==> src/rtl/riscv_pkg.sv <==
// Shared types and constants for the unified-memory port arbiter.
package riscv_pkg;

    localparam int XLEN_DEF = 32;
    localparam logic [3:0] BE_FULL = 4'b1111;

    typedef enum logic [1:0] {
        ARB_IDLE,
        ARB_IBUSY,
        ARB_DBUSY
    } arb_state_t;

endpackage

==> src/rtl/arb_starve_ctr.sv <==
// Counts data grants made while a fetch is waiting; saturates at MAX_DATA_BURST.
module arb_starve_ctr #(
    parameter int MAX_DATA_BURST = 4
) (
    input  logic clk,
    input  logic reset,
    input  logic inc,
    input  logic clr,
    output logic at_max
);

    localparam int CW = $clog2(MAX_DATA_BURST + 1);
    localparam logic [CW-1:0] CMAX = CW'(MAX_DATA_BURST);

    logic [CW-1:0] count;

    always_ff @(posedge clk) begin
        if (!reset) begin
            count <= '0;
        end else if (clr) begin
            count <= '0;
        end else if (inc && (count != CMAX)) begin
            count <= count + CW'(1);
        end
    end

    assign at_max = (count == CMAX);

endmodule

==> src/rtl/mem_port_arbiter.sv <==
// Arbitrates one single-port memory between fetch and data requesters (data has priority).
// Optional fetch starvation guard enabled by defining MEM_ARB_STARVE_GUARD_EN.
module mem_port_arbiter #(
    parameter int XLEN = riscv_pkg::XLEN_DEF
`ifdef MEM_ARB_STARVE_GUARD_EN
    ,
    parameter int MAX_DATA_BURST = 4
`endif
) (
    input  logic            clk,
    input  logic            reset,
    input  logic            IReqF,
    input  logic [XLEN-1:0] IAddrF,
    output logic [XLEN-1:0] IRdataF,
    output logic            IReadyF,
    input  logic            DReqM,
    input  logic            DWeM,
    input  logic [XLEN-1:0] DAddrM,
    input  logic [XLEN-1:0] DWdataM,
    input  logic [3:0]      DBeM,
    output logic [XLEN-1:0] DRdataM,
    output logic            DReadyM,
    output logic            MemReq,
    output logic            MemWe,
    output logic [XLEN-1:0] MemAddr,
    output logic [XLEN-1:0] MemWdata,
    output logic [3:0]      MemBe,
    input  logic [XLEN-1:0] MemRdata,
    input  logic            MemAck,
    output logic            StallF,
    output logic            StallM
);

    import riscv_pkg::*;

    arb_state_t state;
    arb_state_t state_next;

    logic            lat_we;
    logic [XLEN-1:0] lat_addr;
    logic [XLEN-1:0] lat_wdata;
    logic [3:0]      lat_be;

    logic busy;
    logic i_done;
    logic d_done;
    logic force_fetch;

`ifdef MEM_ARB_STARVE_GUARD_EN
    logic guard_inc;
    logic guard_clr;
    logic guard_full;

    assign guard_inc = (state == ARB_IDLE) && (state_next == ARB_DBUSY) && IReqF;
    assign guard_clr = (state == ARB_IDLE) && ((state_next == ARB_IBUSY) || !IReqF);

    arb_starve_ctr #(
        .MAX_DATA_BURST(MAX_DATA_BURST)
    ) u_starve_ctr (
        .clk   (clk),
        .reset (reset),
        .inc   (guard_inc),
        .clr   (guard_clr),
        .at_max(guard_full)
    );

    assign force_fetch = guard_full && IReqF;
`else
    assign force_fetch = 1'b0;
`endif

    always_ff @(posedge clk) begin
        if (!reset) begin
            state <= ARB_IDLE;
        end else begin
            state <= state_next;
        end
    end

    // The memory sees only the latched request, so requester changes mid-access are invisible.
    always_ff @(posedge clk) begin
        if (!reset) begin
            lat_we    <= 1'b0;
            lat_addr  <= '0;
            lat_wdata <= '0;
            lat_be    <= '0;
        end else if (state == ARB_IDLE) begin
            if (state_next == ARB_DBUSY) begin
                lat_we    <= DWeM;
                lat_addr  <= DAddrM;
                lat_wdata <= DWdataM;
                lat_be    <= DWeM ? DBeM : BE_FULL;
            end else if (state_next == ARB_IBUSY) begin
                lat_we    <= 1'b0;
                lat_addr  <= IAddrF;
                lat_wdata <= '0;
                lat_be    <= BE_FULL;
            end
        end
    end

    always_comb begin
        state_next = state;
        busy       = 1'b0;
        i_done     = 1'b0;
        d_done     = 1'b0;
        case (state)
            ARB_IDLE: begin
                if (DReqM && !force_fetch) begin
                    state_next = ARB_DBUSY;
                end else if (IReqF) begin
                    state_next = ARB_IBUSY;
                end
            end
            ARB_IBUSY: begin
                busy = 1'b1;
                if (MemAck) begin
                    i_done     = 1'b1;
                    state_next = ARB_IDLE;
                end
            end
            ARB_DBUSY: begin
                busy = 1'b1;
                if (MemAck) begin
                    d_done     = 1'b1;
                    state_next = ARB_IDLE;
                end
            end
            default: state_next = ARB_IDLE;
        endcase
    end

    // Every output is forced quiet while reset is held low, regardless of stored state.
    assign MemReq   = reset && busy;
    assign MemWe    = MemReq && lat_we;
    assign MemAddr  = reset ? lat_addr : '0;
    assign MemWdata = reset ? lat_wdata : '0;
    assign MemBe    = reset ? lat_be : '0;

    assign IReadyF  = reset && i_done;
    assign DReadyM  = reset && d_done;
    assign IRdataF  = IReadyF ? MemRdata : '0;
    assign DRdataM  = DReadyM ? MemRdata : '0;

    assign StallF   = reset && IReqF && !i_done;
    assign StallM   = reset && DReqM && !d_done;

endmodule
==> config.mk <==
export PLATFORM = sky130hd
export DESIGN_NAME = mem_port_arbiter
export DESIGN_NICKNAME = d
export VERILOG_FILES = /design/src/rtl/riscv_pkg.sv /design/src/rtl/arb_starve_ctr.sv /design/src/rtl/mem_port_arbiter.sv
export SDC_FILE = /design/constraint.sdc
export NUM_CORES = 1
export LEC_CHECK = 0
export ABC_CLOCK_PERIOD_IN_PS = 3400
export CELL_PAD_IN_SITES_DETAIL_PLACEMENT = 2
export CELL_PAD_IN_SITES_GLOBAL_PLACEMENT = 2
export CORE_AREA = 2 2 149 151
export CTS_CLUSTER_DIAMETER = 50
export DETAILED_ROUTE_END_ITERATION = 7
export DIE_AREA = 0 0 151 153
export MAX_ROUTING_LAYER = met4
export PLACE_DENSITY = 0.78
export SLEW_MARGIN = 0
export SYNTH_ARGS = -nofsm -noshare
export SYNTH_HDL_FRONTEND = slang
export SYNTH_SLANG_ARGS = --single-unit
==> constraint.sdc <==
create_clock -name clk -period 3.4 [get_ports clk]
set_clock_uncertainty 0.1 [all_clocks]
set_input_delay 0.68 -clock clk [delete_from_list [all_inputs] [get_ports clk]]
set_output_delay 0.68 -clock clk [all_outputs]
set_load 0.01 [all_outputs]
[Word-level counts from Yosys, hierarchy flattened]
Cells that the tools add are included.
Cells by class
  eq/ne operators: 4
  muxes and demuxes: 22
  reductions and logical operators: 14
Operators with widths (count)
  $mux 32: 8
  $mux 4: 4
  $logic_and 1x1->1: 8
  $mux 1: 6
  $mux 2: 3
  $eq 2x1->1 const B: 2
  $eq 2x2->1 const B: 2
  $pmux 2 s2: 1
  $logic_not 1->1: 2
  $logic_not 2->1: 1
  $reduce_and 2->1: 1
  $reduce_bool 2->1: 1
  $reduce_or 2->1: 1
Storage, ports and cells
  register bits: 71
  input port bits: 138
  output and inout port bits: 138
  logic and storage cells: 45

[Logic depth before layout (Yosys ltp)]
  word-level depth: 6
  gate-level depth with buffers: 10
  depth with buffers taken out: 7

[Worst setup path before layout]
Ideal clock, no wire load.
  path type: input-to-output
  from: in reset
  to: out StallF
  arrival: 1682 ps
  required time: 2620 ps
  path slack: 938 ps
  cell stages on the path: 5
  cell sequence: clkbuf_1 clkbuf_1 clkbuf_1 nand2_1 a21oi_1
Between the ends
  cells in the longest elaborated chain, start to end: 2
RTL lines
  start, declared: RTL line mem_port_arbiter.sv:11  | input logic reset,
  $logic_and 1x1->1 (2 in a row): RTL line mem_port_arbiter.sv:145  | assign StallF = reset && IReqF && !i_done;
  end, declared: RTL line mem_port_arbiter.sv:30  | output logic StallF,
Every way passes these cells.

[Worst setup path after layout]
  from: in MemAck
  to: out DRdataM[0]
Between the ends
  cells in the longest elaborated chain, start to end: 4
RTL lines
  start, declared: RTL line mem_port_arbiter.sv:29  | input logic MemAck,
  $mux 1: RTL line mem_port_arbiter.sv:124  | if (MemAck) begin
  $mux 1: RTL line mem_port_arbiter.sv:107  | case (state)
  $logic_and 1x1->1: RTL line mem_port_arbiter.sv:141  | assign DReadyM = reset && d_done;
  $mux 32: RTL line mem_port_arbiter.sv:143  | assign DRdataM = DReadyM ? MemRdata : '0;
  end, declared: RTL line mem_port_arbiter.sv:21  | output logic [XLEN-1:0] DRdataM,
Every way passes these cells.

==> reports/metrics.yaml <==
finish:
  nFillCells: 2356
  layout.area.seq_um2: 1420
  syn2layout_area_growth_pct: 80.4
  layout.nets: 814
  multi_input_area_um2: 2340
  drive_gt1_share_pct: 10.1
synthesis:
  ys_seq_area_share_pct: 35.3
  synth_flop_cell: "dfxtp_1"
  post-synth-top-count-cell: "and2_1"
  syn_area_um2: 4030
  synth_top_area_share_pct: 35.3
  synthSimpleGateAreaFrac_pct: 23.4
  synth_largest_area_cell: "dfxtp_1"
  synth-xor-area-share_pct: 0
  synthAdderAreaFrac_pct: 1.24
  synth_compound_area_share_pct: 25.2
  async_flop_share_pct: 0
  synth_area_leaders: "dfxtp_1 (35%), and2_1 (20%), a211oi_2 (9.3%)"
  ys_types: 34
  avgSynthCellArea_um2: 9.68
  synth_mux_area_share_pct: 7.95
  syn-num-nets: 558
  ys_warn_count: 0
  synth_top_family_by_area: "compound AO/OA/AOI/OAI gates"
  synth_cells: 416
  synth_seq_cells: 71
  ys_top_cells_by_count: "and2_1 (132), dfxtp_1 (71), a22o_1 (33)"
  synth_edf_count: 0
critical_path:
  arrival_ns: 2.38
  required_ns: 2.62
  r2r_start: "state[1]$_SDFF_PN0_"
  crit_fanout: 33
  cp-start-kind: "input pin"
  worstSetupPathType: "in -> out"
  reg2reg_setup_slack_ns: 0.51
  endpoint_kind: "primary output"
  rr_worst_depth: 8
  r2r_end: "lat_addr[12]$_SDFFE_PN0P_"
sta:
  min_period_over_period_pct: 92.9
  fin_setup_tns_ns: 0
  fin_hold_ws_ns: 0.392
  rsz0062_at_grt: "no"
  period_minus_slack_ns: 3.16
  setup_viol_count_final: 0
  fmax_ghz: 0.317
  timing.slew.headroom_pct: 36.0
  tightest_slew_ns: 0.958
  hold_violations: 0
  final_max_slew_viol_count: 0
pwr:
  pwr-share-clk_pct: 31.5
  power.share.sequential_pct: 35.0
  swShare_pct: 30.4
  comb_power_share_pct: 33.5
  powerDensity_nw_per_um2: 389
  p_leak_nw: 2.69
  ir_drop_uv: 222
  power_switching_mw: 0.860
  intPower_mw: 1.96
floorplanning:
  fp.dieH_um: 153
  rows: 54
  core_area_um2: 21500
  io_pins: 276
  fp.dieArea_um2: 23100
  die_w_um: 151
  start_util_pct: 18.8
run_status:
  status: "finished, final reports clean"
global_routing:
  antenna_found_initial: 1
  grt_pass1_wl_um: 26800
  grtUsageTotal_pct: 15.3
  grt_pass1_vias: 4646
  grt_max_degree: 36
  gr-total-overflow: 0
min_path:
  min_path_type: "reg -> reg"
  holdPathStages: 2
  hold_end: "lat_we$_SDFFE_PN0P_"
  worstHoldStart: "lat_we$_SDFFE_PN0P_"
drt:
  dr.pass1.iters: 4
  postRouteAntennaNets: 0
  route.detailed.drc: 0
  num_vias: 4207
  wl_um: 17700
  first_iter_violations: 100
  vias_per_cell: 4.40
  wire_per_inst_um: 18.5
placement:
  dp_hpwl_um: 13600
  routabilityCongestion: 0.716
  io_buffers: 275
clock_tree:
  cts_tree: "done"
  postCtsSetupBuffers: 0
  post_cts_resized: 0
  cts.clk_slew.worst_paths_ns: 0.06
  cts_buffer_depth: 2
  insertion_delay_ns: 0.33
  cts_num_sinks: 71
  htreeDepth: 3
  hold_buffers: 0
  cts_root_buf: "clkbuf_16"
  cts_made_buffers: 9
flow_run:
  maxCapViolCount: 0
-- placed cells by master (no fill, tap or decap), types with 2 or more instances in the layout --
cell,count
clkbuf_8,2
a21oi_1,4
buf_4,11
o221a_1,4
ha_1,4
clkinv_2,2
clkbuf_16,9
a22o_1,32
buf_12,2
a31oi_1,32
a211oi_2,30
and2_1,132
inv_1,2
a211oi_1,3
clkdlybuf4s50_1,274
and3_1,3
nor2b_1,2
mux2i_1,32
nand3_1,2
and3_2,2
nand2_1,5
dfxtp_1,71
-- kinds of logic (layout without fill, tap and decap cells) --
logic type                 Yosys count  after routing
adders and majority gates            4              4
other                                0              1
DFF                                 71             71
and+or+nand+nor                    152            152
AOI/OAI and AO/OA                  111            111
muxes                               32             32
buffers and inverters               46            306
-- worst max-delay path, stage by stage --
cell and delay, ns:
clkdlybuf4s50_1 0.56, and3_1 0.23, buf_12 0.18, and2_1 0.17, clkdlybuf4s50_1 0.56
-- final cells by class --
type	instances	area share [%]
multi-input combinational	299	32.2
tap	280	4.82
inverter	3	0.155
clock inverter	3	0.258
antenna	1	0.0344
sequential	71	19.6
clock buffer	12	3.53
timing repair buffer	288	39.5
-- power by group through the flow --
stage               Sequential [mW]  Combinational [mW]  Clock [mW]
finish                        0.990               0.945       0.890
global route                   1.00                1.03       0.973
CTS                           0.991               0.969       0.933
detailed placement             1.01               0.964           0
global placement               1.00               0.923           0
floorplan                     0.990               0.541           0
-- worst max-delay path by stage --
stage                       from  cells after the start                   endpoint
after global routing      MemAck                      5                 DRdataM[0]
after CTS                 MemAck                      5                 DRdataM[0]
final                     MemAck                      5                 DRdataM[0]
after global placement    MemAck                      5                 DRdataM[0]
after floorplan            reset                      5                     StallF
after detailed placement  MemAck                      7  lat_addr[15]$_SDFFE_PN0P_
-- routing by layer --
layer  part of all wire, %  vias to the layer above  wire length (um)  global-route usage [%]
met5                     0                        -                 0                       -
met4                  0.51                        0                91                    2.54
met3                   8.6                        7              1530                    4.87
met2                    52                      175              9190                    27.6
met1                    39                     2035              6880                    16.7
li1                      -                     1990                 -                       -
-- per-stage QoR --
step	instance area [um2]	power, mW	setup WS, ns	util, %	std cells
final	7270	2.82	0.241	33.8	957
after global routing	7270	3.00	0.153	33.8	957
after CTS	7270	2.89	0.197	33.8	956
after detailed placement	6990	1.97	0.172	32.5	941
after global placement	6990	1.92	0.281	32.5	941
after floorplan	4030	1.53	0.938	-	416
-- flip-flops by register name, summed over array words and instances (netlist names) --
signal     cells
lat_addr      32
lat_wdata     32
state          2
lat_be         4
lat_we         1
Power figures use the tool's default switching activity.
